==> src/rtl/meml_pkg.sv <==
// Shared size defaults for the banked 64x16 RAM.
package meml_pkg;
    localparam int MEML_DATA_W  = 16;
    localparam int MEML_ADDR_W  = 6;
    localparam int MEML_BANK_AW = 5;
endpackage

==> src/rtl/ram_32x16.sv <==
// One RAM bank: flop storage cleared by async reset, registered read port.
module ram_32x16 #(
    parameter int DATA_W = 16,
    parameter int AW     = 5
) (
    input  logic              clk,
    input  logic              rst,
    input  logic              we,
    input  logic [AW-1:0]     waddr,
    input  logic [DATA_W-1:0] d_in,
    input  logic              re,
    input  logic [AW-1:0]     raddr,
    output logic [DATA_W-1:0] q
);
    localparam int DEPTH = 1 << AW;

    logic [DATA_W-1:0] mem [DEPTH];

    // Read samples the pre-write word, so a same-address collision is read-before-write.
    always_ff @(posedge clk or negedge rst) begin
        if (!rst) begin
            for (int i = 0; i < DEPTH; i++) mem[i] <= '0;
            q <= '0;
        end else begin
            if (we) mem[waddr] <= d_in;
            if (re) q <= mem[raddr];
        end
    end
endmodule

==> src/rtl/meml_ram.sv <==
// Banked RAM top: address-MSB bank decode, per-bank enables, aligned output mux.
module meml_ram
    import meml_pkg::*;
#(
    parameter int DATA_W  = MEML_DATA_W,
    parameter int ADDR_W  = MEML_ADDR_W,
    parameter int BANK_AW = MEML_BANK_AW
) (
    output logic [DATA_W-1:0] d_out,
    input  logic [DATA_W-1:0] d_in,
    input  logic              rd,
    input  logic [ADDR_W-1:0] raddr,
    input  logic              wr,
    input  logic [ADDR_W-1:0] waddr,
    input  logic              clk,
    input  logic              rst
);
    localparam int SEL_W     = ADDR_W - BANK_AW;
    localparam int NUM_BANKS = 1 << SEL_W;

    logic [NUM_BANKS-1:0][DATA_W-1:0] bank_q;
    logic [SEL_W-1:0] wsel, rsel, rsel_q;

    assign wsel = waddr[ADDR_W-1:BANK_AW];
    assign rsel = raddr[ADDR_W-1:BANK_AW];

    for (genvar b = 0; b < NUM_BANKS; b++) begin : g_bank
        ram_32x16 #(.DATA_W(DATA_W), .AW(BANK_AW)) u_bank (
            .clk   (clk),
            .rst   (rst),
            .we    (wr && (wsel == SEL_W'(b))),
            .waddr (waddr[BANK_AW-1:0]),
            .d_in  (d_in),
            .re    (rd && (rsel == SEL_W'(b))),
            .raddr (raddr[BANK_AW-1:0]),
            .q     (bank_q[b])
        );
    end

    // Bank choice is captured on the same edge as the bank data so the mux never skews.
    always_ff @(posedge clk or negedge rst) begin
        if (!rst)    rsel_q <= '0;
        else if (rd) rsel_q <= rsel;
    end

    assign d_out = bank_q[rsel_q];
endmodule

==> config.mk <==
export PLATFORM = sky130hd
export DESIGN_NAME = meml_ram
export DESIGN_NICKNAME = d
export VERILOG_FILES = /design/src/rtl/meml_pkg.sv /design/src/rtl/ram_32x16.sv /design/src/rtl/meml_ram.sv
export SDC_FILE = /design/constraint.sdc
export NUM_CORES = 1
export LEC_CHECK = 0
export CORE_ASPECT_RATIO = 1.75
export CORE_MARGIN = 2
export CORE_UTILIZATION = 57
export DETAILED_ROUTE_END_ITERATION = 10
export GPL_TIMING_DRIVEN = 0
export PLACE_DENSITY = 0.73
export SLEW_MARGIN = 30
export SYNTH_ARGS = -nofsm -noshare
export SYNTH_HDL_FRONTEND = slang
export SYNTH_HIERARCHICAL = 1
export SYNTH_SLANG_ARGS = --single-unit
==> constraint.sdc <==
create_clock -name clk -period 1.7 [get_ports clk]
set_input_delay 0.255 -clock clk [delete_from_list [all_inputs] [get_ports clk]]
set_output_delay 0.255 -clock clk [all_outputs]
set_load 0.005 [all_outputs]
==> metrics.txt, run 1 <==
status complete, but fails checks; violated checks negative hold slack, negative setup slack; die area 0.0889 mm²; cts bufs inserted 97; total number of vias 31500; largest net degree at the start of global routing 145; clock skew 0.0314 ns; CP delay by family, top buffers and inverters; Core Footprint 0.0856 mm²; WP data arrival 1.87 ns; Critical Path Sink Type output port; Req. time, crit path 1.44 ns; Crit Path Max Fanout 8; Cells after Synth 3484; Netlist Area Pre-Place 0.0493 mm²; Total Neg Setup Slack -6.61 ns; Hold WC Path Type primary input to async pin; CTS tree done; Area growth, synth to finish 13.7%; headroom to the max-slew limit 27.9%; Wirelength per Cell 32.0 µm; Skew-Pair Late Insertion Delay 0.71 ns; Seq cells post-synth 1057; GRT Overall Usage 35.8%; fmax 470 MHz; Critical Path, Cell by Cell buf_8 > buf_12 > mux2_4 > buf_6; Vias/cell 6.43; Std-Cell Rows 142; vias in the first global route 34100; Die Width 226 µm; PwrDens 1120 mW/mm²; min cycle time layout 2.13 ns; Initial Util 57.5%; Avg Inst Size Synth 14.1 µm²; max-cap viol count 0; Reg2Reg Capture Point g_bank[0].u_bank/q[10]; sequential share of the synthesized area 53.7%; Setup Viol. Count Final 28; Final period util 125%; actual slew at the worst max-slew pin 1.08 ns; Die H 393 µm; Netlist cell types 38; CP Buf/Inv Count 3; WS Path Type register to output port; DRT Pass-1 Iters 5; CP startpoint kind register; reg2reg setup slack -0.09 ns; grt total ovfl 0; Leakage 27.1 nW; Clock Tree Buf Depth 3; Hold Fails Final Rpt 241; Syn Nets 3516; final WL 156 mm; Layout Nets 3697; Final Max Slew Viols 0; layout cells sized above 1 44.7%; Ant. Diodes 0; Port Buffer Count 42; RSZ-0062 raised after global routing true; Final Core Density 65.4%; Root Driver clkbuf_16; dpl cells 4685; Routed Antenna Nets 0; Routability Congestion 0.966; CTS sink cnt 1057; number of antenna violations at the first check in global routing 4; slowest CP cell dfrtp_1; first-pass GRT wire length 227 mm; reg2reg start g_bank[0].u_bank/mem[10]; CTS clk-pin slew, worst paths 0.06 ns; cell depth of the worst flop-to-flop path 5; H-tree depth 3; pre-CTS WS -1.99 ns; final hold slack -0.544 ns; Residual DRC 0; Synth Warn # 6; Worst path max stage delay 0.38 ns; Worst VDD drop 824 µV; DRT iter0 DRCs 2422; PnR worst setup slack -0.427 ns; IO Count 48; Final Non-Filler Cells 4892; Final HPWL DP 113 mm
==> layout by cell type (no fill, tap or decap), types with 16 or more instances in the layout <==
master,count
dfrtp_1,1057
buf_2,50
clkbuf_1,120
a21oi_1,97
mux2_2,1047
mux2i_1,501
nor4_2,18
clkbuf_8,26
buf_4,109
clkbuf_4,17
nand2_2,29
a22oi_2,19
buf_6,54
nor2_4,27
clkbuf_16,99
a22oi_1,237
mux2_4,16
a21oi_2,26
==> routing by layer <==
layer / GRT usage [%] / vias up / wire length (µm)
met5: 0 / - / 16
met4: 33.6 / 2 / 17600
met3: 6.57 / 671 / 8590
met2: 61.5 / 1271 / 78500
met1: 36.5 / 16400 / 51600
li1: - / 13100 / -
==> synth_stat cells, drive strengths merged <==
library cell  count  share of area (%)
and2              4              0.051
mux2i           512                 10
or2               4              0.051
nand3             4              0.061
dfrtp          1057                 54
nor2             36               0.74
mux2           1073                 25
a21oi           128                1.3
nor3              2              0.041
nor3b             8               0.28
or3b              2              0.036
nand2            36               0.44
nor4             32               0.41
buf             178                2.5
nor2b             6              0.076
clkbuf          130                1.0
and3              2              0.025
nand2b            4              0.051
a22oi           256                3.9
and3b             2              0.036
nand3b            8               0.27
==> kinds of logic (layout without fill, tap and decap cells) <==
family | count (synthesis) | count (layout) | share of synthesized area [%]
AO/OA/AOI/OAI | 384 | 384 | 5.20
buffers and inverters | 308 | 564 | 3.55
flip-flops | 1057 | 1057 | 53.7
multiplexers | 1585 | 1585 | 35.0
AND/OR/NAND/NOR | 150 | 150 | 2.57
==> power breakdown <==
group	switching, W	internal, W
Combinational	0.00497	0.00477
Sequential	0.00184	0.0286
Clock	0.00962	0.0131
==> per-stage QoR <==
step | instance area, µm² | power, W
after global routing | 56000 | 0.0650
after detailed placement | 51400 | 0.0399
after CTS | 55900 | 0.0629
after global placement | 51100 | 0.0391
after floorplan | 49300 | 0.0362
final | 56000 | 0.0628
==> what timing repair did <==
action,CTS,global route
setup buffers,30,5
pin swaps,33,6
endpoints found under the setup margin,1245,65
resized for setup,354,29
endpoints found under the hold margin,241,179
cloned,7,0
==> worst max path at each step <==
| stage | slack, ns | endpoint | startpoint | cells after the start |
|---|---|---|---|---|
| detailed placement | -1.99 | g_bank[0].u_bank/q[4] | raddr[1] | 8 |
| floorplan | 0.008 | g_bank[0].u_bank/mem[309] | wr | 6 |
| global route | -0.46 | d_out[9] | rsel_q | 4 |
| global placement | -43.57 | g_bank[0].u_bank/mem[391] | rst | 1 |
| CTS | -0.46 | d_out[10] | rsel_q | 4 |
| finish | -0.43 | d_out[10] | rsel_q | 4 |
==> final cells by class <==
| type | count | area, µm² |
|---|---|---|
| repair buffers | 91 | 1130 |
| flip-flops and latches | 1057 | 26500 |
| well taps | 1152 | 1440 |
| clock buffers | 144 | 2880 |
| multi-input cells | 2119 | 21700 |
| clock inverters | 30 | 405 |
| plain buffers | 299 | 2000 |
| fillers | 6351 | 29600 |
==> state kept, by name (all words and copies together), names as in the netlist <==
signal and count:
g_bank.u_bank/mem 1024, g_bank.u_bank/q 32, rsel_q 1
Note: power is estimated with default switching activity, not from simulation.
==> run 2: changes to the inputs <==
Settings changed: CAP_MARGIN set to 20, CELL_PAD_IN_SITES_DETAIL_PLACEMENT set to 1, CELL_PAD_IN_SITES_GLOBAL_PLACEMENT set to 2, CORE_UTILIZATION 57 to 50, PLACE_DENSITY 0.73 to unset, PLACE_DENSITY_LB_ADDON set to 0.1.
==> run 2 against run 1 <==
  * The run still ends with negative hold slack, negative setup slack left
  * Fmax decreased by 0.61%
  * Worst hold slack better by 0.0057 ns
  * Sequential power is essentially flat
  * Via count increased by 0.13%
  * Global-route usage shrank 0.61 points
  * Register-to-register slack gained 0.10 ns
  * Sequential cell count did not move
  * Clock skew decreased by 0.0030 ns
  * Largest cell class unchanged
==> metrics.txt, run 2 (synthesis gave the netlist of run 1 again) <==
CP startpoint kind register; Core Footprint 0.0979 mm² (+14%); placed cell areas 0.0516 mm² (+0.45%); Die Width 241 µm (+6.7%); Req. time, crit path 1.44 ns (about the same); Hold WC Path Type primary input to async pin; max reg flops 1024 (unchanged); commonest non-fill, non-tap cells in the layout dfrtp_1, mux2_2, mux2i_1; min cycle time layout 2.14 ns (+0.0131 ns); Skew-Pair Late Insertion Delay 0.71 ns (about the same); combinational share of power 15.7% (+0.2 points); final WL 175 mm (+12%); grt total ovfl 0 (unchanged); Worst VDD drop 895 µV (+8.5%); Area growth, synth to finish 15.5%; CTS clk-pin slew, worst paths 0.07 ns (about the same); NetSw 0.0171 W (+4.2%); WS Path Type register to output port; DRT iter0 DRCs 1865 (-23%); Final HPWL DP 125 mm (+11%); max-cap viol count 0 (unchanged); Top reg by flops g_bank.u_bank/mem; Final period util 126% (+0.77 points); DRT Pass-1 Iters 6 (+1); Hold Fails Final Rpt 109 (-55%); Crit Path Max Fanout 6 (-2); fmax 467 MHz (-0.61%); total number of vias 31500 (+0.13%); actual slew at the worst max-slew pin 1.03 ns (-0.0490 ns); Initial Util 50.3% (-7.2 points); Int Power 0.0469 W (+1.2%); violated checks negative hold slack, negative setup slack; Std-Cell Rows 152 (+7.0%); Setup Viol. Count Final 16 (-43%); vias in the first global route 36200 (+6.4%); switching part of the total 26.7% (+0.58 points); clock power share 36.6% (+0.5 points); number of antenna violations at the first check in global routing 6 (+2); Leakage 27.3 nW (+0.84%); largest net degree at the start of global routing 137 (-5.5%); H-tree depth 3 (unchanged); Port Buffer Count 42 (unchanged); status complete, but fails checks; Root Driver clkbuf_16; Clock Tree Buf Depth 3 (unchanged); Routed Antenna Nets 0 (unchanged); Layout Nets 3716 (+0.51%); PwrDens 1130 mW/mm² (+0.47%); pre-CTS WS -2.19 ns (-0.202 ns); layout cells sized above 1 45.5% (+0.80 points); commonest non-fill, non-tap cell in the layout dfrtp_1; Critical Path Sink Type output port; die area 0.101 mm² (+14%); top flop regs g_bank.u_bank/mem: 1024 flops, g_bank.u_bank/q: 32 flops, rsel_q: 1 flops; Final Core Density 58.1% (-7.4 points); first-pass GRT wire length 252 mm (+11%); headroom to the max-slew limit 31.2% (+3.3 points); Die H 419 µm (+6.7%); RSZ-0062 raised after global routing true; cts bufs inserted 99 (+2.1%); PnR worst setup slack -0.440 ns (-0.0131 ns); CTS tree done; Wirelength per Cell 34.5 µm (+7.9%); IO Count 48 (unchanged); Flop pwr share 47.7% (-0.7 points); clock skew 0.0283 ns (-0.00304 ns); Final Max Slew Viols 0 (unchanged); CTS sink cnt 1057 (unchanged); Residual DRC 0 (unchanged); Design Area, Final 0.0569 mm² (+1.5%); Routability Congestion 0.907 (-6.1%); Vias/cell 6.20 (-3.5%); WP data arrival 1.88 ns (about the same); final hold slack -0.538 ns (+0.00574 ns); GRT Overall Usage 35.2% (-0.61 points)
[run 2: changes by cell type in the layout (fill, tap and decap cells not counted), moves of 7 or more]
cell       change
clkbuf_16      +7
diode_2        +7
a22oi_2        +7
buf_4         +22
mux2i_4        +7
a22oi_1        -7
a21oi_1        -9
buf_2          -9
buf_12         +8
a21oi_2        +9
[run 2: power groups by stage]
stage / Combinational, W / Clock [W] / Sequential (W)
3_5_place_dp: 0.00937 / 0 / 0.0309
3_3_place_gp: 0.00853 / 0 / 0.0307
5_1_grt: 0.0107 / 0.0248 / 0.0309
6_report: 0.0101 / 0.0234 / 0.0306
2_1_floorplan: 0.00605 / 0 / 0.0301
4_1_cts: 0.00993 / 0.0238 / 0.0305
[run 2: per-stage QoR]
step	cells	hold WS (ns)	total power, W	setup TNS (ns)
3_5_place_dp	4843	0.190	0.0403	-1652.39
4_1_cts	5065	-0.547	0.0643	-6.97
6_report	5078	-0.538	0.0641	-6.35
2_1_floorplan	3484	-0.0406	0.0362	0
3_3_place_gp	4835	0.475	0.0392	-
5_1_grt	5071	-0.529	0.0664	-7.05
[run 2: area by class of cell]
| class | count | area [µm²] |
|---|---|---|
| Sequential cell | 1057 | 26500 |
| Fill cell | 9134 | 41100 |
| Tap cell | 1309 | 1640 |
| Timing Repair Buffer | 108 | 1390 |
| Clock buffer | 150 | 2960 |
| Buffer | 299 | 2090 |
| Antenna cell | 7 | 17.5 |
| Multi-Input combinational cell | 2119 | 21900 |
| Clock inverter | 29 | 405 |
[run 2: path summary, 6_finish.rpt]
kind | depth (start not counted) | slack [ns] | to | startpoint
worst max-delay path | 4 | -0.44 | d_out[5] | rsel_q
worst min-delay path | 1 | -0.54 | g_bank[1].u_bank/mem[226] | rst
worst max register to register | 5 | 0.01 | g_bank[0].u_bank/q[3] | g_bank[0].u_bank/mem[451]
worst min register to register | 1 | 0.50 | g_bank[1].u_bank/mem[376] | g_bank[1].u_bank/mem[376]
max in group asynchronous | 6 | 0.37 | g_bank[0].u_bank/mem[489] | rst
min in group clk | 2 | 0.24 | g_bank[0].u_bank/mem[28] | d_in[12]
[run 2: worst max-delay path, cell delays in order (launching register included)]
cell and delay (ns):
dfrtp_1 0.39, buf_8 0.16, buf_12 0.15, mux2_4 0.34
buf_6 0.13
[run 2: what timing repair did]
action | 4_1_cts | 5_1_grt
gates resized for setup | 406 | 51
endpoints found under the setup margin | 1227 | 199
cloned | 8 | 3
setup buffers | 44 | 1
pin swaps | 34 | 10
endpoints found under the hold margin | 138 | 138
[run 2: routing by layer]
metal  track usage, %  vias up  wire length, µm
met2             64.8      965            93700
li1                 -    13100                -
met1             34.3    16900            57600
met3             5.40      551             7290
met4             28.4        2            16500
met5                0        -               12
